[config.mk]
export PLATFORM = sky130hd
export DESIGN_NAME = crc2bit_framer
export DESIGN_NICKNAME = d
export VERILOG_FILES = /design/src/rtl/crc2bit_framer.sv
export SDC_FILE = /design/constraint.sdc
export NUM_CORES = 1
export LEC_CHECK = 0
export ABC_AREA = 1
export BUFFER_PORTS_ARGS = -buffer_cell sky130_fd_sc_hd__buf_2
export CAP_MARGIN = 10
export CORE_MARGIN = 4
export CORE_UTILIZATION = 64
export CTS_BUF_LIST = sky130_fd_sc_hd__clkbuf_8
export DETAILED_ROUTE_END_ITERATION = 8
export PLACE_DENSITY_LB_ADDON = 0.3
export SYNTH_ARGS = -nofsm -noshare
export SYNTH_HDL_FRONTEND = slang
export SYNTH_SLANG_ARGS = --single-unit
[constraint.sdc]
create_clock -name clk -period 3.8 [get_ports clk]
set_input_delay 0.76 -clock clk [delete_from_list [all_inputs] [get_ports clk]]
set_output_delay 0.76 -clock clk [all_outputs]
set_load 0.01 [all_outputs]
[src/rtl/crc2bit_framer.sv]
// Byte-to-dibit framer: serialises bytes MSB-dibit first and appends a CRC-6
// trailer (poly 1+x+x^2+x^3+x^5+x^6, seed all-ones) on the last byte of a frame.
module crc2bit_framer (
  input  logic       clk,
  input  logic       rst,
  input  logic [7:0] s_data,
  input  logic       s_valid,
  input  logic       s_last,
  output logic       s_ready,
  output logic [1:0] m_dibit,
  output logic       m_valid,
  output logic       m_last,
  input  logic       m_ready,
  output logic [5:0] frame_crc,
  output logic       frame_done
);

  typedef enum logic [1:0] {IDLE, DATA, CRC} state_e;

  state_e     state_q, state_d;
  logic [7:0] byte_q, byte_d;
  logic       last_q, last_d;
  logic [1:0] cnt_q, cnt_d;
  logic [5:0] crc_q, crc_d;
  logic       in_frame_q, in_frame_d;
  logic [5:0] frame_crc_q, frame_crc_d;
  logic       frame_done_q, frame_done_d;
  logic [1:0] dib;

  function automatic logic [5:0] crc_step(input logic [5:0] q, input logic [1:0] d);
    logic [5:0] c;
    c[0] = q[4] ^ q[5] ^ d[0] ^ d[1];
    c[1] = q[4] ^ d[0];
    c[2] = q[0] ^ q[4] ^ d[0];
    c[3] = q[1] ^ q[4] ^ d[0];
    c[4] = q[2] ^ q[5] ^ d[1];
    c[5] = q[3] ^ q[4] ^ q[5] ^ d[0] ^ d[1];
    return c;
  endfunction

  always_comb begin
    state_d      = state_q;
    byte_d       = byte_q;
    last_d       = last_q;
    cnt_d        = cnt_q;
    crc_d        = crc_q;
    in_frame_d   = in_frame_q;
    frame_crc_d  = frame_crc_q;
    frame_done_d = 1'b0;
    s_ready      = 1'b0;
    m_valid      = 1'b0;
    m_last       = 1'b0;
    dib          = byte_q[7:6];

    case (state_q)
      IDLE: begin
        s_ready = 1'b1;
        // IDLE between bytes of an open frame keeps the running CRC
        if (!in_frame_q) crc_d = '1;
        if (s_valid) begin
          byte_d     = s_data;
          last_d     = s_last;
          cnt_d      = '0;
          in_frame_d = ~s_last;
          state_d    = DATA;
        end
      end

      DATA: begin
        m_valid = 1'b1;
        case (cnt_q)
          2'd0:    dib = byte_q[7:6];
          2'd1:    dib = byte_q[5:4];
          2'd2:    dib = byte_q[3:2];
          default: dib = byte_q[1:0];
        endcase
        s_ready = (cnt_q == 2'd3) & m_ready & ~last_q;
        if (m_ready) begin
          crc_d = crc_step(crc_q, dib);
          cnt_d = cnt_q + 2'd1;
          if (cnt_q == 2'd3) begin
            if (last_q) begin
              state_d = CRC;
              cnt_d   = '0;
            end else if (s_valid) begin
              byte_d     = s_data;
              last_d     = s_last;
              cnt_d      = '0;
              in_frame_d = ~s_last;
            end else begin
              state_d = IDLE;
            end
          end
        end
      end

      CRC: begin
        m_valid = 1'b1;
        m_last  = (cnt_q == 2'd2);
        case (cnt_q)
          2'd0:    dib = crc_q[5:4];
          2'd1:    dib = crc_q[3:2];
          default: dib = crc_q[1:0];
        endcase
        if (m_ready) begin
          if (cnt_q == 2'd2) begin
            frame_crc_d  = crc_q;
            frame_done_d = 1'b1;
            crc_d        = '1;
            cnt_d        = '0;
            state_d      = IDLE;
          end else begin
            cnt_d = cnt_q + 2'd1;
          end
        end
      end

      default: state_d = IDLE;
    endcase
  end

  always_ff @(posedge clk or posedge rst) begin
    if (rst) begin
      state_q      <= IDLE;
      byte_q       <= '0;
      last_q       <= 1'b0;
      cnt_q        <= '0;
      crc_q        <= '1;
      in_frame_q   <= 1'b0;
      frame_crc_q  <= '1;
      frame_done_q <= 1'b0;
    end else begin
      state_q      <= state_d;
      byte_q       <= byte_d;
      last_q       <= last_d;
      cnt_q        <= cnt_d;
      crc_q        <= crc_d;
      in_frame_q   <= in_frame_d;
      frame_crc_q  <= frame_crc_d;
      frame_done_q <= frame_done_d;
    end
  end

  assign m_dibit    = dib;
  assign frame_crc  = frame_crc_q;
  assign frame_done = frame_done_q;

endmodule

Word-level counts from Yosys, hierarchy flattened
Cells that the tools add are included.
{ "classes": {"add_sub_neg": 1, "eq_ne": 13, "mux": 47, "bitwise": 18, "n_reduce_logical": 11} }
{ "ops": {"columns": ["op", "n"], "rows": [
  ["8-bit 2-to-1 mux", 4],
  ["2-bit 2-to-1 mux", 15],
  ["6-bit 2-to-1 mux", 4],
  ["2-bit one-hot mux with 3 select lines", 3],
  ["6-bit one-hot mux with 3 select lines", 1],
  ["8-bit one-hot mux with 2 select lines", 1],
  ["1-bit 2-to-1 mux", 14],
  ["2-bit inequality test (second input constant)", 7],
  ["1-bit bitwise XOR", 14],
  ["4-bit AND reduction", 3],
  ["2-bit one-hot mux with 2 select lines", 2],
  ["2-bit == test (second input constant)", 3],
  ["1-bit one-hot mux with 2 select lines", 3],
  ["6-bit AND reduction", 1],
  ["5-bit AND reduction", 1],
  ["2-bit by 1-bit == test with 1-bit output (second input constant)", 2],
  ["2-bit logical NOT", 2],
  ["3-bit inequality test (second input constant)", 1],
  ["3-bit AND reduction", 1],
  ["3-bit nonzero test", 1],
  ["2-bit by 1-bit adder with 2-bit output (second input constant)", 1],
  ["1-bit AND", 2],
  ["1-bit inverter", 2],
  ["2-bit nonzero test", 1],
  ["2-bit OR reduction", 1]
]} }
{ "word_totals": {"regBits": 27, "in_bits": 13, "output_inout_bits": 12} }

Depth between registers and ports, before layout
{ "depth": {"depth_word": 7, "ltp_mapped": 12, "mapped_depth_nobuf": 12} }

Least setup slack after synthesis
No wires, ideal clock.
{ "synth_timing": {"path_kind": "register to output", "start": "register cnt_q[0]", "end": "output m_dibit[1]", "arrival_ns": 1.366, "t_required_ns": 3.040, "path_slack_ns": 1.674, "path_stages_with_launch": 9, "n_path_buf": 0, "path_cell_list": "dfrtp_1 > inv_1 > ha_1 > nand2_1 > nand2_1 > nor2_1 > nor2_1 > nand2_1 > a31oi_1"} }
{ "synth_via": {"elab_chain_len": 4} }
{ "synth_rtl": {"columns": ["element", "line", "rtl"], "rows": [
  ["start, declared", "23", "logic [1:0] cnt_q, cnt_d;"],
  ["start signal, assigned", "136", "cnt_q <= cnt_d;"],
  ["2-bit == test (tied with other cells)", "71", "case (cnt_q)"],
  ["2-bit one-hot mux with 3 select lines", "71", null],
  ["2-bit 2-to-1 mux", "55", "case (state_q)"],
  ["2-bit one-hot mux with 2 select lines (*)", "55", null],
  ["end, declared", "10", "output logic [1:0] m_dibit,"]
]} }
Mark *: on every way between the ends. The rest lies on a longest branch, timed or not. The select of a mux whose other input is x is not followed.

Final worst setup path
{ "layout_timing": {"start": "register cnt_q[1]", "end": "output m_dibit[1]"} }
The elaborated chain is that of the path after synthesis.

==> results.txt <==
- Cell internal pwr: 900 uW
- Pre-antenna DRT Iters: 5
* Antenna diodes: 0
- Slew at the pin closest to its max-slew limit: around 0.96 ns
- CP Launch Type: flop
- Overall power after layout: 1730 uW
- Counting cells, the worst reg-to-reg path comes to 6.
- After detailed routing, the average wire length per cell comes to 12.7 um.
* Total number of vias: 1,556
- Of all nets on the critical path, the largest fanout is 6.
* Total half-perimeter wirelength after legalization and detailed placement: about 2700 um
- Summing every instance area after synthesis gives 1780 um^2.
- Part of the power in the clock network: roughly a tenth
- The clock drives 27 sinks.
- Leakage Power: 0.00101 uW
* Routed met2 length: 1610 um
* Mean Syn Cell Area: 7.65 um^2
* Leftover overflow at the end of global routing: 0
- Summing all multi-input logic gate instances after layout gives between 900 and 1000 um^2.
- The routed design uses 185 um of met3 wire.
- Setup repair after global routing missed its margin: false
- DRC violations left: 0
* Net switching fraction of the power: 48.0%
- Initial core utilization: 69.2%
* Count of flip-flops with a built-in enable after synthesis: 0
- Relative to the synthesized area, the layout overhead comes to 9.09%.
- The first global-routing pass estimated 6080 um of wire.
- Summing all non-filler instances in the final layout gives an area of 1940 um^2.
* Count of input and output buffers: 24
* TritonCTS clock tree: built
* Number of antenna violations at the first check in global routing: 0
- Net count of the mapped netlist: 255
* Die outline width: 60.7 um
- Max-cap violations in this run came to 0.
- Number of DRC markers in iteration 0: about 60
- The worst setup path is captured at a primary output.
* Most instantiated flip-flop cell in the synthesis netlist: dfrtp_1
- Htree depth: 1
- For this run, the register share of the synthesized area comes to 38.9%.
- For this design the total switching power over the nets is 830 uW.
- Counting the buffers created by CTS gives 3.
- Clock slew at reported path FFs: ~0.090 ns
- Via/cell ratio: 5.44
* Pin count of the biggest net entering global routing: 28
* Post-route clock period utilization: 70.9%
- Die area: 3680 um^2
* Number of hold violations in the final report: 0
- The routed design could run at a clock period as short as 2.69 ns.
- IR analysis of the VDD net gives a maximum drop of around 0.62 mV.
- In this run the clock root is driven by a clkbuf_8.
- Areal power density over the cells: slightly below 900 nW/um^2
* Post-synthesis sequential element count: 27
- CORE AREA: 2570 um^2
- HP Class: flop to flop
- Synth async-reset ratio: 100%
- Setup violators final: 0
- The clock arrives with approximately 0.0013 ns of skew.
- STA puts the critical path data required time at around 3 ns.
- In this run the tightest slew margin relative to its limit is 36.1%.
- Gp weighted congestion: 0.928
* Detailed-routing wirelength on met1: 1710 um
* Post-cts hold buffer count: 0
- Net count of the finished layout: 280
- Portion of total power attributed to combinational logic: 57.1%
- In this run the core area contains 18 standard-cell rows.
- Aggregate negative setup slack: 0 ns
- For the worst setup path, the data arrival time is 1.93 ns.
* Synthesized instance count: 232
- Clock insertion delay at the later pin of the skew report: 0.27 ns
* Boundary pin count: 25
- Share of layout cells above drive strength 1: 23.0%
- The via count of the first global-routing pass was 1,401.
- Number of library cell types mapped by synthesis: 28
- Summing all flip-flop and latch instances after layout gives 691 um^2.
- The number of pins with negative max-slew slack in the final report was 0.
- The worst hold path passes through 2 cells.
- For this run, the number of Yosys warnings is 0.
- The routed design has around 3600 um of wire.
- Sequential cells burn 33.5% of the power.
- Highest routed metal layer: met4
* Number of inserted filler cells in the final layout: 201
- Once the clock tree was built, the resizer swapped 0 gates to a different size.
- Antenna Violating Nets Remaining: 0
* Post-CTS Setup Inserts: 0
- Run status: finished, final reports clean
- Area post-placement: 1890 um^2
* Aggregate global-route resource usage: 22.4%
- DIE HEIGHT: 60.7 um
- Max Root-Sink Buffers: 2
* Highest attainable clock frequency: 0.371 GHz
- The critical path is of the flop to primary output type.
logic make-up (layout without fill, tap and decap cells):
family / count (synthesis) / after routing / share of synthesized area (%)
simple gates: 108 / 108 / 26.6
buf+inv: 42 / 66 / 10.4
compound gates: 41 / 41 / 15.1
flops: 27 / 27 / 38.9
fa+ha+maj: 10 / 10 / 7.05
xor+xnor: 4 / 4 / 1.97
Yosys cell counts, drive strengths merged (3+ instances only):
cell type / count / area (um^2)
a31oi: 3 / 18.8
ha: 10 / 125
nand2: 72 / 278
nand3: 8 / 40.0
inv: 38 / 143
buf: 4 / 41.3
a21oi: 5 / 36.3
xor2: 4 / 35.0
nand3b: 3 / 22.5
nor2: 19 / 81.3
dfstp: 12 / 315
o21ai: 28 / 178
dfrtp: 15 / 375
nor3: 5 / 30.0
critical path, cell delays in order, from the launching register on:
cell and delay (ns):
dfrtp_1 0.41, inv_1 0.16, ha_1 0.31, nand2_1 0.08, nand2_1 0.06, nor2_1 0.06
nor2_1 0.15, nand2_1 0.07, a31oi_1 0.21, buf_2 0.16
cells in the final DEF, fill, tap and decap left out, types with 2 or more instances in the layout:
cell / Yosys / final
nand2_1: 69 / 69
inv_1: 34 / 35
buf_2: 0 / 24
o21ai_0: 19 / 19
nor2_1: 17 / 17
dfrtp_1: 15 / 15
dfstp_2: 12 / 12
ha_1: 10 / 10
nand3_1: 8 / 8
o21ai_2: 7 / 7
inv_2: 4 / 4
nor3_1: 4 / 4
a21oi_1: 4 / 4
xor2_1: 4 / 4
a31oi_1: 3 / 3
nand2_2: 3 / 3
nand3b_1: 3 / 3
clkbuf_8: 0 / 3
o211ai_1: 2 / 2
o22ai_1: 2 / 2
area by class of cell:
class                           count  area share [%]
Tap cell                           30            1.94
Timing Repair Buffer               24            6.20
Sequential cell                    27            35.7
Clock buffer                        3            2.13
Clock inverter                      1           0.194
Multi-Input combinational cell    163            46.5
Inverter                           38            7.36
through the flow:
stage               std cells  worst slack, ns  hold WS, ns  utilization (%)
finish                    286             1.11        0.483             75.4
global route              286            0.956        0.501             75.4
CTS                       286             1.15        0.484             75.4
detailed placement        282             1.46        0.470             73.7
global placement          282             1.51        0.468             73.7
floorplan                 232             1.67        0.460                -
routing by layer:
metal | GRT usage, % | up-vias
li1 | - | 783
met1 | 29.3 | 702
met2 | 35.3 | 56
met3 | 3.40 | 15
met4 | 12.7 | 0
met5 | 0 | -
power by group through the flow:
| stage | Sequential (uW) | Clock (uW) | Combinational [uW] |
|---|---|---|---|
| after CTS | 577 | 162 | 983 |
| final | 580 | 163 | 988 |
| after floorplan | 563 | 0 | 768 |
| after global placement | 574 | 0 | 946 |
| after global routing | 594 | 173 | 1120 |
| after detailed placement | 580 | 0 | 970 |
state kept, by name, summed over array words and instances (netlist names):
register	count
frame_crc	6
byte_q	8
state_q	2
cnt_q	2
frame_done	1
crc_q	6
in_frame_q	1
last_q	1
worst paths after layout:
| kind | start | endpoint | slack (ns) |
|---|---|---|---|
| setup / recovery | cnt_q[1] | m_dibit[1] | 1.11 |
| hold / removal | frame_crc[2] | frame_crc[2] | 0.48 |
| setup reg to reg | state_q[1] | byte_q[6] | 1.88 |
| hold reg to reg | frame_crc[2] | frame_crc[2] | 0.48 |
| max in group asynchronous | rst | byte_q[4] | 2.53 |
| min in group asynchronous | rst | frame_done | 0.69 |
Note: power is estimated with default switching activity, not from simulation.
